**config.mk**
```make
export PLATFORM = sky130hd
export DESIGN_NAME = muldiv_ctrl_flat
export DESIGN_NICKNAME = d
export VERILOG_FILES = /design/src/rtl/muldiv_ctrl_if.sv /design/src/rtl/muldiv_ctrl.sv /design/src/flat_wrapper.sv
export SDC_FILE = /design/constraint.sdc
export NUM_CORES = 1
export LEC_CHECK = 0
export CORE_ASPECT_RATIO = 0.75
export CORE_MARGIN = 2
export CORE_UTILIZATION = 40
export DETAILED_ROUTE_END_ITERATION = 10
export PLACE_DENSITY_LB_ADDON = 0.08
export SYNTH_ARGS = -nofsm -noshare
export SYNTH_HDL_FRONTEND = slang
export SYNTH_SLANG_ARGS = --single-unit
```
**constraint.sdc**
```tcl
create_clock -name clk -period 4 [get_ports clk]
set_input_delay 0.8 -clock clk [delete_from_list [all_inputs] [get_ports clk]]
set_output_delay 0.8 -clock clk [all_outputs]
set_load 0.01 [all_outputs]
```
**src/rtl/muldiv_ctrl_if.sv**
```systemverilog
// rtl/muldiv_ctrl_if.sv - EX-stage to multiply/divide sequencer handshake and result bus
interface muldiv_ctrl_if #(
    parameter int WIDTH = 32
);
    logic             start;
    logic             is_div;
    logic             hassign;
    logic [WIDTH-1:0] a;
    logic [WIDTH-1:0] b;
    logic             flush;
    logic             stall;
    logic             done;
    logic [WIDTH-1:0] hi;
    logic [WIDTH-1:0] lo;

    modport master (
        output start, is_div, hassign, a, b, flush,
        input  stall, done, hi, lo
    );

    modport slave (
        input  start, is_div, hassign, a, b, flush,
        output stall, done, hi, lo
    );
endinterface

```
**src/rtl/muldiv_ctrl.sv**
```systemverilog
// rtl/muldiv_ctrl.sv - multi-cycle MULT/MULTU/DIV/DIVU sequencer owning HI/LO
module muldiv_ctrl #(
    parameter int WIDTH = 32,
    parameter int CNT_W = 6
) (
    input  logic          clk,
    input  logic          rst,
    muldiv_ctrl_if.slave  bus
);
    typedef enum logic [2:0] {
        S_IDLE,
        S_CALC,
        S_FIX,
        S_DIV0,
        S_DONE
    } state_t;

    localparam logic [CNT_W-1:0] LAST_ITER = CNT_W'(WIDTH - 1);

    function automatic logic [WIDTH-1:0] neg_w(input logic [WIDTH-1:0] v);
        return ~v + {{(WIDTH-1){1'b0}}, 1'b1};
    endfunction

    function automatic logic [2*WIDTH-1:0] neg_2w(input logic [2*WIDTH-1:0] v);
        return ~v + {{(2*WIDTH-1){1'b0}}, 1'b1};
    endfunction

    state_t           state;
    logic [WIDTH-1:0] acc;      // product upper half / partial remainder
    logic [WIDTH-1:0] mreg;     // multiplier then product lower half / dividend then quotient
    logic [WIDTH-1:0] opnd;     // multiplicand / divisor magnitude
    logic [CNT_W-1:0] cnt;
    logic             div_r;
    logic             neg_q;
    logic             neg_r;
    logic             done_r;
    logic [WIDTH-1:0] hi_r;
    logic [WIDTH-1:0] lo_r;

    logic [WIDTH-1:0]   mag_a;
    logic [WIDTH-1:0]   mag_b;
    logic [WIDTH-1:0]   addend;
    logic [WIDTH:0]     mul_sum;
    logic [WIDTH:0]     div_shift;
    logic [WIDTH:0]     div_diff;
    logic [WIDTH-1:0]   acc_step;
    logic [WIDTH-1:0]   mreg_step;
    logic [2*WIDTH-1:0] prod;
    logic [2*WIDTH-1:0] prod_fixed;

    assign mag_a = (bus.hassign && bus.a[WIDTH-1]) ? neg_w(bus.a) : bus.a;
    assign mag_b = (bus.hassign && bus.b[WIDTH-1]) ? neg_w(bus.b) : bus.b;

    assign prod       = {acc, mreg};
    assign prod_fixed = neg_q ? neg_2w(prod) : prod;

    assign bus.stall = ((state == S_IDLE) && bus.start && !bus.flush)
                     || (state == S_CALC) || (state == S_FIX) || (state == S_DIV0);
    assign bus.done  = done_r;
    assign bus.hi    = hi_r;
    assign bus.lo    = lo_r;

    // One engine iteration: shift-add for multiply, restoring shift-subtract for divide
    always_comb begin
        addend    = mreg[0] ? opnd : '0;
        mul_sum   = {1'b0, acc} + {1'b0, addend};
        div_shift = {acc, mreg[WIDTH-1]};
        div_diff  = div_shift - {1'b0, opnd};
        acc_step  = '0;
        mreg_step = '0;
        if (div_r) begin
            if (!div_diff[WIDTH]) begin
                acc_step  = div_diff[WIDTH-1:0];
                mreg_step = {mreg[WIDTH-2:0], 1'b1};
            end else begin
                acc_step  = div_shift[WIDTH-1:0];
                mreg_step = {mreg[WIDTH-2:0], 1'b0};
            end
        end else begin
            acc_step  = mul_sum[WIDTH:1];
            mreg_step = {mul_sum[0], mreg[WIDTH-1:1]};
        end
    end

    // Sequencer FSM with registered HI/LO and done pulse
    always_ff @(posedge clk) begin
        if (rst) begin
            state  <= S_IDLE;
            acc    <= '0;
            mreg   <= '0;
            opnd   <= '0;
            cnt    <= '0;
            div_r  <= 1'b0;
            neg_q  <= 1'b0;
            neg_r  <= 1'b0;
            done_r <= 1'b0;
            hi_r   <= '0;
            lo_r   <= '0;
        end else begin
            done_r <= 1'b0;
            case (state)
                S_IDLE: begin
                    if (bus.start && !bus.flush) begin
                        div_r <= bus.is_div;
                        neg_q <= bus.hassign & (bus.a[WIDTH-1] ^ bus.b[WIDTH-1]);
                        neg_r <= bus.hassign & bus.a[WIDTH-1];
                        acc   <= '0;
                        cnt   <= '0;
                        if (bus.is_div && (bus.b == '0)) begin
                            // raw dividend is parked in mreg so DIV0 can return it in HI
                            mreg  <= bus.a;
                            opnd  <= '0;
                            state <= S_DIV0;
                        end else begin
                            mreg  <= bus.is_div ? mag_a : mag_b;
                            opnd  <= bus.is_div ? mag_b : mag_a;
                            state <= S_CALC;
                        end
                    end
                end
                S_CALC: begin
                    if (bus.flush) begin
                        state <= S_IDLE;
                    end else begin
                        acc  <= acc_step;
                        mreg <= mreg_step;
                        cnt  <= cnt + {{(CNT_W-1){1'b0}}, 1'b1};
                        if (cnt == LAST_ITER) begin
                            state <= S_FIX;
                        end
                    end
                end
                S_FIX: begin
                    if (bus.flush) begin
                        state <= S_IDLE;
                    end else begin
                        if (div_r) begin
                            lo_r <= neg_q ? neg_w(mreg) : mreg;
                            hi_r <= neg_r ? neg_w(acc) : acc;
                        end else begin
                            hi_r <= prod_fixed[2*WIDTH-1:WIDTH];
                            lo_r <= prod_fixed[WIDTH-1:0];
                        end
                        done_r <= 1'b1;
                        state  <= S_DONE;
                    end
                end
                S_DIV0: begin
                    if (bus.flush) begin
                        state <= S_IDLE;
                    end else begin
                        hi_r   <= mreg;
                        lo_r   <= '1;
                        done_r <= 1'b1;
                        state  <= S_DONE;
                    end
                end
                S_DONE: begin
                    state <= S_IDLE;
                end
                default: begin
                    state <= S_IDLE;
                end
            endcase
        end
    end
endmodule

```
**src/flat_wrapper.sv**
```systemverilog
// flat-port wrapper written by rule: the top's interface ports become plain ports
module muldiv_ctrl_flat 
#(
    parameter int WIDTH = 32,
    parameter int CNT_W = 6
)
  (clk, rst, bus_start, bus_is_div, bus_hassign, bus_a, bus_b, bus_flush, bus_stall, bus_done, bus_hi, bus_lo);
  muldiv_ctrl_if #(.WIDTH(WIDTH)) bus_i ();
  input  logic clk;
  input  logic rst;
  input wire logic [$bits(bus_i.start)-1:0] bus_start;
  input wire logic [$bits(bus_i.is_div)-1:0] bus_is_div;
  input wire logic [$bits(bus_i.hassign)-1:0] bus_hassign;
  input wire logic [$bits(bus_i.a)-1:0] bus_a;
  input wire logic [$bits(bus_i.b)-1:0] bus_b;
  input wire logic [$bits(bus_i.flush)-1:0] bus_flush;
  output wire logic [$bits(bus_i.stall)-1:0] bus_stall;
  output wire logic [$bits(bus_i.done)-1:0] bus_done;
  output wire logic [$bits(bus_i.hi)-1:0] bus_hi;
  output wire logic [$bits(bus_i.lo)-1:0] bus_lo;
  assign bus_i.start = bus_start;
  assign bus_i.is_div = bus_is_div;
  assign bus_i.hassign = bus_hassign;
  assign bus_i.a = bus_a;
  assign bus_i.b = bus_b;
  assign bus_i.flush = bus_flush;
  assign bus_stall = bus_i.stall;
  assign bus_done = bus_i.done;
  assign bus_hi = bus_i.hi;
  assign bus_lo = bus_i.lo;
  muldiv_ctrl #(.WIDTH(WIDTH), .CNT_W(CNT_W)) u_core (.clk(clk), .rst(rst), .bus(bus_i));
endmodule
```
==> results by group <==
Layout
  • Final core area utilization: 49.2%
  • Design area: about 18000 sq um
  • Share of layout cells above drive strength 1: 9.59%
  • Synth-to-layout area growth: 21.1%
  • Leading cell type in the layout, fill and taps excluded: nor2_1
  • Most frequent cells in the layout: nor2_1, nand2_1, a21oi_1
  • Layout net count: 2296

Floorplanning
  • I/O pin total: 136
  • Die H: roughly 170 microns
  • Die area: 38000 sq um
  • Core footprint: 35900 sq um
  • Die span in x: between 200 and 250 microns
  • Initial Util: 40.6%
  • Row Count: 60

Placement
  • Placed Area: 17000 sq um
  • Count of input and output buffers: 135
  • Routability-driven placement congestion ratio: 0.980
  • Final HPWL DP: just under 50000 microns

GRT
  • First-pass GRT wire length: a little over 90000 microns
  • GRT met3 Usage: 7.24%
  • GR peak layer: met1
  • GRT met2 Usage: 43.2%
  • GRT Overall Usage: 32.1%
  • Met1 usage: 50.0%
  • Initial antenna violation count: 0
  • Grt total ovfl: 0
  • Number of global-route vias before repair: 14500
  • Largest net degree at the start of global routing: 60

Synth
  • Mapped cell area: between 10000 and 15000 sq um
  • Avg Synthesized Cell Area: 7.26 sq um
  • Post-synthesis sequential area ratio: 23.8%
  • Post-synth top flop: dfxtp_1
  • Syn Nets: 2146
  • Synth cell types: between 70 and 80
  • Yosys Warn Count: 0
  • FF+latch count, synth: 173
  • Number of flops mapped to enable cells by yosys: 0
  • Async set or reset register ratio after synthesis: 0%
  • Cells after synthesis: ~2000

STA
  • Clk_skew: 0.0163 ns
  • Slew Viols, Final: 0
  • Worst slew pin tran: 1.23 ns
  • Peak Freq: 261 MHz
  • Final Hold Viols: 0
  • Final period utilization: 95.8%
  • TNS Setup: 0 ns
  • Max-slew headroom: roughly 17%
  • RSZ-0062 raised after global routing: no
  • Post-layout min period: 3.83 ns
  • Final setup vio count: 0

Worst setup path
  • Worst path top cell family by delay: compound AO/OA/AOI/OAI gates
  • CP startpoint kind: flop
  • Worst Path Max Fanout: 14
  • CP required: 4.35 ns
  • CP Data Arrival Time: 4.18 ns
  • Worst Path Class, Setup: flop to flop
  • CP Buf/Inv Count: 1
  • Crit end category: flop
  • Max incr delay on CP: 0.51 ns
  • Slowest-stage cell, CP: a211oi_1
  • Crit-path most repeated cell: o21ai_0
  • Cell chain of the critical path: clkinvlp_4 -> nor2_1 -> ha_1 -> nor2b_1 -> o2111a_1 -> o31a_1 -> o21ai_0 -> o21ai_0 -> a211oi_1 -> o21ai_0 -> a21oi_1 -> xnor2_1 -> a221o_1

Clock network
  • CTS Buf Count: 17
  • Hold bufs inserted after CTS: 0
  • Clock buffer depth: 2
  • Root Driver: clkbuf_16
  • TritonCTS clock tree: yes
  • Clock sink total: 173
  • Worst skew pair latency: 0.46 ns
  • H-tree depth: 4
  • Worst-path clk slew: approximately 0.070 ns

Pwr
  • Maximum VDD drop: approximately 0.00030 V
  • Total chip power: 0.00513 W
  • Leakage: 6.98 nW
  • PwrDens: 291 nW/um^2

Run
  • Max-cap violations: 0

Outcome
  • Status: complete, no violations

Hold path
  • Hold Path Class: flop to flop

Routing
  • Routed WL: 62100 microns
  • Vias: 16200
  • Antenna Nets Post-Route: 0
  • Avg WL per Cell: ~24 microns
  • DR pass1 iterations: 5
  • Vias per cell: roughly 6.2
  • DRT iter0 DRCs: roughly 1900
  • Post-route DRC: 0
kinds of logic after synthesis:
kind of cell / count (synthesis) / share of synthesized area [%]
AO/OA/AOI/OAI: 689 / 30.0
AND/OR/NAND/NOR: 641 / 20.2
buffers and inverters: 199 / 5.28
flip-flops: 173 / 23.8
XOR/XNOR: 172 / 10.3
adder cells (fa/ha/maj): 71 / 6.20
multiplexers: 60 / 4.16
synthesized netlist by cell type (32+ instances only):
cell	number	area, sq um
clkbuf_1	116	435
mux2i_1	56	561
o21ai_0	159	796
inv_1	58	218
xnor2_1	110	963
a211oi_1	62	465
nand3_1	37	185
nor2_1	234	878
dfxtp_1	173	3460
nor3_1	40	200
nand2_1	184	691
ha_1	69	863
xor2_1	62	543
a21o_1	33	248
a21oi_1	181	906
o22ai_1	32	200
final timing paths:
| check | startpoint | endpoint | slack, ns | cells after the start |
|---|---|---|---|---|
| worst max-delay path | u_core.mreg[0] | u_core.acc[19] | 0.17 | 13 |
| worst min-delay path | u_core.bus.hi[10] | u_core.bus.hi[10] | 0.47 | 2 |
| worst max register to register | u_core.mreg[0] | u_core.acc[19] | 0.17 | 13 |
| worst min register to register | u_core.bus.hi[10] | u_core.bus.hi[10] | 0.47 | 2 |
tightest hold or removal path, delay by kind of cell, from the launching register on:
kind	cells	cell delay [ns]
AOI/OAI and AO/OA	1	0.06
DFF	1	0.32
and+or+nand+nor	1	0.05
registers in the layout (all words and copies together) (netlist names):
register         cells
u_core.acc          32
u_core.bus.done      1
u_core.bus.hi       32
u_core.bus.lo       32
u_core.cnt           6
u_core.div_r         1
u_core.mreg         32
u_core.neg_q         1
u_core.neg_r         1
u_core.opnd         32
u_core.state         3
power by group:
| part | internal (W) | switching [W] |
|---|---|---|
| registers | 0.00178 | 0.0000608 |
| logic | 0.000620 | 0.000971 |
| clock network | 0.000840 | 0.000857 |
area by class of cell:
| cell class | count | area, sq um |
|---|---|---|
| multi-input cells | 1633 | 10400 |
| fillers | 3648 | 18200 |
| repair buffers | 271 | 2390 |
| clock buffers | 17 | 425 |
| inverters | 59 | 225 |
| diodes | 2 | 5.00 |
| clock inverters | 15 | 174 |
| flip-flops and latches | 173 | 3470 |
| well taps | 465 | 582 |
per-stage QoR:
stage | setup WS, ns | hold slack [ns] | std cells
after floorplan | 0.583 | 0.442 | 2005
after detailed placement | -0.0927 | 0.453 | 2601
after global routing | 0.00532 | 0.501 | 2633
after CTS | 0.0316 | 0.470 | 2633
final | 0.167 | 0.474 | 2635
after global placement | -0.0910 | 0.443 | 2601
layer usage:
metal | share of wire (%) | vias up
met5 | 0 | -
met4 | 2.1 | 0
met3 | 11 | 72
met2 | 38 | 757
met1 | 49 | 7811
li1 | - | 7572
repair_timing:
action,4_1_cts,5_1_grt
setup buffers,0,0
gates resized for setup,1,5
setup endpoints to repair,1,2
(Power assumes the default switching activity.)
